**src/rtl/butterfly_pipe.sv**
```systemverilog
// Pipelined radix-2 DIT butterfly: sum = A + W*B, diff = A - W*B over three register stages.
// Global-stall valid/ready, per-sample inverse/scale, half-up rounding, clip or wrap, sticky ovf.
module butterfly_pipe #(
    parameter int unsigned DATA_W   = 18,
    parameter int unsigned TW_W     = 18,
    parameter bit          SATURATE = 1'b1
) (
    input  logic                clk,
    input  logic                rst,
    input  logic                in_valid,
    output logic                in_ready,
    input  logic [2*DATA_W-1:0] a,
    input  logic [2*DATA_W-1:0] b,
    input  logic [2*TW_W-1:0]   w,
    input  logic                inverse,
    input  logic                scale,
    output logic                out_valid,
    input  logic                out_ready,
    output logic [2*DATA_W-1:0] sum,
    output logic [2*DATA_W-1:0] diff,
    output logic                ovf,
    input  logic                ovf_clr
);
    localparam int unsigned PW  = DATA_W + TW_W + 1;
    localparam int unsigned PW1 = PW + 1;
    localparam int unsigned RW  = DATA_W + 2;
    localparam int unsigned XW  = DATA_W + 3;
    localparam logic signed [PW:0]   RND  = {{(PW1-TW_W+1){1'b0}}, 1'b1, {(TW_W-2){1'b0}}};
    localparam logic signed [XW-1:0] MAXV = {4'b0000, {(DATA_W-1){1'b1}}};
    localparam logic signed [XW-1:0] MINV = {4'b1111, {(DATA_W-1){1'b0}}};

    logic w_adv;
    assign w_adv    = !out_valid || out_ready;
    assign in_ready = w_adv;

    // Stage 1: twiddle components carried in TW_W+1 bits so negating -2^(TW_W-1) stays exact.
    logic signed [TW_W:0]     w_wr, w_wi_raw, w_wi;
    logic signed [DATA_W-1:0] w_br, w_bi;
    logic signed [PW-1:0]     w_prr, w_pii, w_pir, w_pri;

    assign w_wr     = $signed({w[2*TW_W-1], w[2*TW_W-1:TW_W]});
    assign w_wi_raw = $signed({w[TW_W-1], w[TW_W-1:0]});
    assign w_wi     = inverse ? -w_wi_raw : w_wi_raw;
    assign w_br     = $signed(b[2*DATA_W-1:DATA_W]);
    assign w_bi     = $signed(b[DATA_W-1:0]);
    assign w_prr    = PW'(w_wr) * PW'(w_br);
    assign w_pii    = PW'(w_wi) * PW'(w_bi);
    assign w_pir    = PW'(w_wi) * PW'(w_br);
    assign w_pri    = PW'(w_wr) * PW'(w_bi);

    logic                     r1_valid, r1_scale;
    logic signed [DATA_W-1:0] r1_ar, r1_ai;
    logic signed [PW-1:0]     r1_prr, r1_pii, r1_pir, r1_pri;

    always_ff @(posedge clk or posedge rst) begin
        if (rst) begin
            r1_valid <= 1'b0;
            r1_scale <= 1'b0;
            r1_ar    <= '0;
            r1_ai    <= '0;
            r1_prr   <= '0;
            r1_pii   <= '0;
            r1_pir   <= '0;
            r1_pri   <= '0;
        end else if (w_adv) begin
            r1_valid <= in_valid;
            if (in_valid) begin
                r1_scale <= scale;
                r1_ar    <= $signed(a[2*DATA_W-1:DATA_W]);
                r1_ai    <= $signed(a[DATA_W-1:0]);
                r1_prr   <= w_prr;
                r1_pii   <= w_pii;
                r1_pir   <= w_pir;
                r1_pri   <= w_pri;
            end
        end
    end

    // Stage 2: combine products and round half-up; selecting bits TW_W-1 upward is the >>> (TW_W-1).
    logic signed [PW:0] w_pre, w_pim;
    logic               w_unused;

    assign w_pre    = PW1'(r1_prr) - PW1'(r1_pii) + RND;
    assign w_pim    = PW1'(r1_pir) + PW1'(r1_pri) + RND;
    assign w_unused = ^{w_pre[PW], w_pre[TW_W-2:0], w_pim[PW], w_pim[TW_W-2:0]};

    logic                     r2_valid, r2_scale;
    logic signed [DATA_W-1:0] r2_ar, r2_ai;
    logic signed [RW-1:0]     r2_pre, r2_pim;

    always_ff @(posedge clk or posedge rst) begin
        if (rst) begin
            r2_valid <= 1'b0;
            r2_scale <= 1'b0;
            r2_ar    <= '0;
            r2_ai    <= '0;
            r2_pre   <= '0;
            r2_pim   <= '0;
        end else if (w_adv) begin
            r2_valid <= r1_valid;
            if (r1_valid) begin
                r2_scale <= r1_scale;
                r2_ar    <= r1_ar;
                r2_ai    <= r1_ai;
                r2_pre   <= w_pre[TW_W-1 +: RW];
                r2_pim   <= w_pim[TW_W-1 +: RW];
            end
        end
    end

    // Stage 3 order: sum re, sum im, diff re, diff im.
    logic signed [XW-1:0] w_raw [4];
    logic signed [XW-1:0] w_x   [4];
    logic [DATA_W-1:0]    w_red [4];
    logic [3:0]           w_oor;

    always_comb begin
        w_raw[0] = XW'(r2_ar) + XW'(r2_pre);
        w_raw[1] = XW'(r2_ai) + XW'(r2_pim);
        w_raw[2] = XW'(r2_ar) - XW'(r2_pre);
        w_raw[3] = XW'(r2_ai) - XW'(r2_pim);
        for (int unsigned i = 0; i < 4; i++) begin
            w_x[i]   = r2_scale ? ((w_raw[i] + XW'(1)) >>> 1) : w_raw[i];
            w_oor[i] = (w_x[i] > MAXV) || (w_x[i] < MINV);
            if (SATURATE && (w_x[i] > MAXV)) begin
                w_red[i] = {1'b0, {(DATA_W-1){1'b1}}};
            end else if (SATURATE && (w_x[i] < MINV)) begin
                w_red[i] = {1'b1, {(DATA_W-1){1'b0}}};
            end else begin
                w_red[i] = w_x[i][DATA_W-1:0];
            end
        end
    end

    logic                r_out_valid, r_ovf;
    logic [2*DATA_W-1:0] r_sum, r_diff;

    always_ff @(posedge clk or posedge rst) begin
        if (rst) begin
            r_out_valid <= 1'b0;
            r_sum       <= '0;
            r_diff      <= '0;
            r_ovf       <= 1'b0;
        end else begin
            if (w_adv) begin
                r_out_valid <= r2_valid;
                if (r2_valid) begin
                    r_sum  <= {w_red[0], w_red[1]};
                    r_diff <= {w_red[2], w_red[3]};
                end
            end
            if (w_adv && r2_valid && (|w_oor)) begin
                r_ovf <= 1'b1;
            end else if (ovf_clr) begin
                r_ovf <= 1'b0;
            end
        end
    end

    assign out_valid = r_out_valid;
    assign sum       = r_sum;
    assign diff      = r_diff;
    assign ovf       = r_ovf;
endmodule

```
**config.mk**
```make
export PLATFORM = sky130hd
export DESIGN_NAME = butterfly_pipe
export DESIGN_NICKNAME = d
export VERILOG_FILES = /design/src/rtl/butterfly_pipe.sv
export SDC_FILE = /design/constraint.sdc
export NUM_CORES = 2
export LEC_CHECK = 0
export ABC_AREA = 1
export BUFFER_PORTS_ARGS = -buffer_cell sky130_fd_sc_hd__buf_2
export CORE_UTILIZATION = 55
export DETAILED_ROUTE_END_ITERATION = 10
export HOLD_SLACK_MARGIN = 0.02
export PLACE_DENSITY_LB_ADDON = 0.08
export SYNTH_ARGS = -nofsm -noshare
export SYNTH_HDL_FRONTEND = slang
export SYNTH_SLANG_ARGS = --single-unit
```
**constraint.sdc**
```tcl
create_clock -name clk -period 12 [get_ports clk]
set_clock_uncertainty 0.05 [all_clocks]
set_input_delay 1.8 -clock clk [delete_from_list [all_inputs] [get_ports clk]]
set_output_delay 1.8 -clock clk [all_outputs]
set_load 0.02 [all_outputs]
```
After elaboration in Yosys (flattened, before gate mapping)
Index checks and enable logic that the tools add are counted.

word-level totals
  output and inout port bits = 75
  register bits = 336
  word-level logic and storage cells = 71
  input port bits = 115

operators by class
  magnitude comparators = 8
  $mul = 4
  add/subtract/negate cells = 13
  reduce and logical (&&, ||, !) cells = 13
  muxes and demuxes = 15

operators by type and width
  kind                      count
  $mux W18                  8
  $add A21 B2 Y21 const B   4
  $gt A21 B18 Y1 const B    4
  $lt A21 B18 Y1 const B    4
  $mux W21                  4
  $add A37 B18 Y37 const B  2
  $mul A19 B18 Y37          2
  $mul A18 B18 Y36          2
  $add A18 B20 Y21          2
  $sub A18 B20 Y21          2
  $add A37 B36 Y37          1
  $sub A36 B37 Y37          1
  $mux W19                  1
  $neg A18 Y19              1
  $reduce_and A2 Y1         3
  $logic_or A1 B1 Y1        5
  $reduce_or A4 Y1          1
  $logic_and A1 B1 Y1       2
  $mux W1                   2
  $reduce_bool A2 Y1        1
  $logic_not A1 Y1          1

Logic depth before layout (Yosys ltp)
  word-level depth = 8
  depth in mapped cells = 41

Worst setup path before layout
Ideal clock, no wire load.

  path type = input to register
  start = in w[0]
  end = reg r1_pii[34]
  path slack = 3.054 ns
  data required time = 11.867 ns
  library setup time = 0.083 ns
  arrival = 8.814 ns
  buffers on the path = 2
  stages on the path = 39
  path through = clkbuf_1 -> inv_1 -> ha_1 -> nand2_1 -> nor3_1 -> nand2_1 -> nor3_1 -> inv_1 -> nor2_1 -> nand2_1 -> nand3_1 -> o21ai_1 -> clkinv_1 -> clkbuf_1 -> nor2_1 -> inv_1 -> fa_1 -> inv_1 -> (+3 left out) -> inv_1 -> fa_1 -> fa_1 -> inv_1 -> fa_1 -> inv_1 -> ha_1 -> nand2_1 -> nor4_1 -> nand4_1 -> nand3_1 -> nand3_1 -> nand2_1 -> nand3_1 -> o41ai_1 -> or2_2 -> nand3_1 -> o21ai_0

between the ends
  cells in the longest elaborated chain, start to end = 3

ends and longest elaborated chain
  item                  line  text
  start, declared       14    input logic [2*TW_W-1:0] w,
  $neg A18 Y19          43    assign w_wi = inverse ? -w_wi_raw : w_wi_raw;
  $mux W19 (*)          43
  $mul A19 B18 Y37 (*)  47    assign w_pii = PW'(w_wi) * PW'(w_bi);
  end signal, assigned  72    r1_pii <= w_pii;
  end, declared         53    logic signed [PW-1:0] r1_prr, r1_pii, r1_pir, r1_pri;

Mark *: on every way between the ends. The rest lies on a longest branch, timed or not.
A chain may end at the register's enable or synchronous reset.

Worst setup path in the final report
  start = in w[0]
  end = reg r1_pir[34]

between the ends
  cells in the longest elaborated chain, start to end = 3

ends and longest elaborated chain
  item                  line  text
  $neg A18 Y19          43
  $mux W19 (*)          43
  $mul A19 B18 Y37 (*)  48    assign w_pir = PW'(w_wi) * PW'(w_br);
  end signal, assigned  73    r1_pir <= w_pir;
  end, declared         53

Marks and branches as above.

==> results.sh <==
export IMPL_placed_cells=11300
export IMPL_root_buffer="clkbuf_16"
export IMPL_wl_per_cell_um=19.9
export IMPL_clkLatencyLatePin_ps=640
export IMPL_vias=62100
export IMPL_final_min_clock_period_ps=9850
export IMPL_cp_end_kind="flip-flop"
export IMPL_hold_class="flip-flop to flip-flop"
export IMPL_setup_ws_ps=2150
export IMPL_clk_pin_slew_ps=60
export IMPL_setup_viol=0
export IMPL_overflow=0
export IMPL_die_area_mm2=0.137
export IMPL_syn_inst=9677
export IMPL_gp_congestion=0.983
export IMPL_antenna_found_initial=7
export IMPL_required_ps=12420
export IMPL_cts_buffers_inserted=44
export IMPL_async_flop_share_pct=100
export IMPL_grt_pass1_wl_um=358000
export IMPL_clock_path_buffers=3
export IMPL_arrival_ps=10270
export IMPL_grt_usage_pct=34.1
export IMPL_rsz0062_at_grt="no"
export IMPL_synth_ff_type="dfrtp_1"
export IMPL_synth_seq_cells=336
export IMPL_fin_crit_sh_pct=82.1
export IMPL_ios=190
export IMPL_yosysSeqAreaShare_pct=11.3
export IMPL_stdcell_count=11400
export IMPL_holdWs_ps=422
export IMPL_crit_start="w[0]"
export IMPL_final_net_count=11700
export IMPL_die_h_um=370
export IMPL_die_w_um=370
export IMPL_timing_setup_tns_ps=0
export IMPL_cts_resized=0
export IMPL_cts_setup_buffers=0
export IMPL_nFillCells=12600
export IMPL_initial_core_util_pct=55.6
export IMPL_slew_headroom_pct=25.2
export IMPL_postRouteAntennaNets=0
export IMPL_path_max_fanout=33
export IMPL_dp_hpwl_um=184000
export IMPL_row_count=134
export IMPL_synth_cell_types=60
export IMPL_grt_pass1_vias=63200
export IMPL_fmax_mhz=102
export IMPL_syn_to_final_growth_pct=5.02
export IMPL_multi_input_area_mm2=0.0561
export IMPL_crit_top_cell="inv_1"
export IMPL_hold_viol=0
export IMPL_slowest_stage="inv_1"
export IMPL_hp_start="sum[5]"
export IMPL_drive_gt1_share_pct=5.87
export IMPL_start_kind="input port"
export IMPL_yosysWarnings=0
export IMPL_firstDrtPassIters=6
export IMPL_reg2reg_from="r2_ar[5]"
export IMPL_pre_cts_slack_ps=1680
export IMPL_avgSynthCellArea_um2=7.70
export IMPL_final_seq_area_mm2=0.00841
export IMPL_cts_tree="yes"
export IMPL_syn_nets=11700
export IMPL_critPathMaxStageDelay_ps=900
export IMPL_port_buffers=189
export IMPL_syn_cell_area_mm2=0.0745
export IMPL_criticalPathCategory="input port to flip-flop"
export IMPL_status="finished, final reports clean"
export IMPL_core_area_mm2=0.134
export IMPL_worst_slew_pin_transition_ps=1120
export IMPL_totalWireLength_um=227000
export IMPL_cts_hold_buf=0
export IMPL_drt_initial_drc_count=4957
export IMPL_via_per_inst=5.44
export IMPL_drv_slew=0
export IMPL_route_detailed_drc=0
export IMPL_htree_levels=2
export IMPL_synth_edf_count=0
export IMPL_maxCapViolCount=0
export IMPL_grt_max_degree=154
export IMPL_cts_sinks=336
[worst paths after layout]
kind                                   end  slack (ps)  cells after the start
worst max-delay path            r1_pir[34]        2150                     34
max in group asynchronous       r1_prr[35]        8770                      4
worst max register to register     sum[26]        7720                     17
min in group asynchronous           sum[3]        1160                      2
worst min-delay path                sum[5]         420                      2
worst min register to register      sum[5]         420                      2
[through the flow]
step	area [um2]	utilization [%]
floorplan	74500	-
global placement	76700	57.2
detailed placement	76700	57.2
CTS	78200	58.4
global route	78200	58.4
finish	78200	58.4
[area by class of cell]
class / count / area share [%]
Multi-Input combinational cell: 6731 / 71.7
Sequential cell: 336 / 10.8
Inverter: 2233 / 10.7
Tap cell: 1768 / 2.83
Timing Repair Buffer: 265 / 1.97
Clock buffer: 63 / 1.62
Clock inverter: 14 / 0.338
Antenna cell: 4 / 0.0128
[registers in the layout, indices dropped and copies added (netlist names)]
name	flops
diff	36
ovf	1
out_valid	1
sum	36
r1_pii	37
r1_pri	36
r1_scale	1
r1_valid	1
r1_ai	18
r2_pre	20
r2_scale	1
r2_valid	1
r1_ar	18
r2_pim	20
r1_prr	36
r2_ai	18
r1_pir	37
r2_ar	18
[layout by cell type (no fill, tap or decap), types with 10 or more instances in the layout]
cell	n
o211ai_1	37
nor4_1	15
fa_1	1352
xnor2_1	53
nand3_2	11
nor2_1	803
or2_2	94
clkbuf_1	11
o221ai_1	10
nand4_1	62
inv_2	28
nor3_1	48
clkbuf_16	45
a21oi_2	30
inv_1	2193
xor2_1	87
ha_1	599
nor2_2	14
a31oi_1	70
nand2_1	2388
a21oi_1	358
nand2_2	25
buf_2	189
o31ai_1	22
o21bai_1	20
dfrtp_1	335
buf_4	74
o21ai_0	265
nand3_1	274
[cells in the mapped netlist, drive strengths merged (2+ instances only)]
library cell / instances / area share, %
nand2: 2416 / 12
a31o: 2 / 0.024
ha: 599 / 10
o22ai: 9 / 0.076
or2: 94 / 0.79
a221oi: 2 / 0.024
o221ai: 10 / 0.12
a21oi: 392 / 2.8
a211oi: 4 / 0.040
o211ai: 37 / 0.37
buf: 54 / 0.51
o21bai: 21 / 0.23
nor3: 49 / 0.34
nor4: 15 / 0.13
nand3b: 8 / 0.081
xor2: 90 / 1.1
clkbuf: 323 / 1.6
a21o: 7 / 0.071
nand4: 62 / 0.52
dfrtp: 336 / 11
and2: 6 / 0.054
nor2: 826 / 4.3
o21a: 8 / 0.081
inv: 2225 / 11
clkinv: 8 / 0.040
a21boi: 5 / 0.050
fa: 1352 / 36
o41ai: 2 / 0.024
xnor2: 53 / 0.62
o21ai: 276 / 1.9
o31ai: 22 / 0.22
nand3: 285 / 2.0
a31oi: 70 / 0.59
and3: 2 / 0.017
[metal layers]
metal,vias to the layer above,GRT usage [%],share of wire [%]
met3,376,4.96,7.5
met2,2326,54.8,46
met5,-,0,0.017
met4,6,12.7,4.6
li1,28600,-,-
met1,30800,46.8,42
[logic make-up (layout without fill, tap and decap cells)]
kind of cell / after synthesis / count (layout) / synth area share (%)
adders and majority gates: 1951 / 1951 / 46.4
DFF: 336 / 336 / 11.3
buffers and inverters: 2610 / 2575 / 13.4
xor gates and xnor gates: 143 / 143 / 1.71
and+or+nand+nor: 3765 / 3765 / 20.5
other: 0 / 4 / 0
AOI/OAI and AO/OA: 872 / 872 / 6.69
[worst max-delay path, delay by kind of cell]
kind / cells / cell delay, ps
adders and majority gates: 7 / 3460
and+or+nand+nor: 15 / 2690
buffers and inverters: 10 / 1770
AOI/OAI and AO/OA: 2 / 520
Power is not shown: default switching activity piles up to over one toggle a cycle in this logic, so the estimate is an artifact.
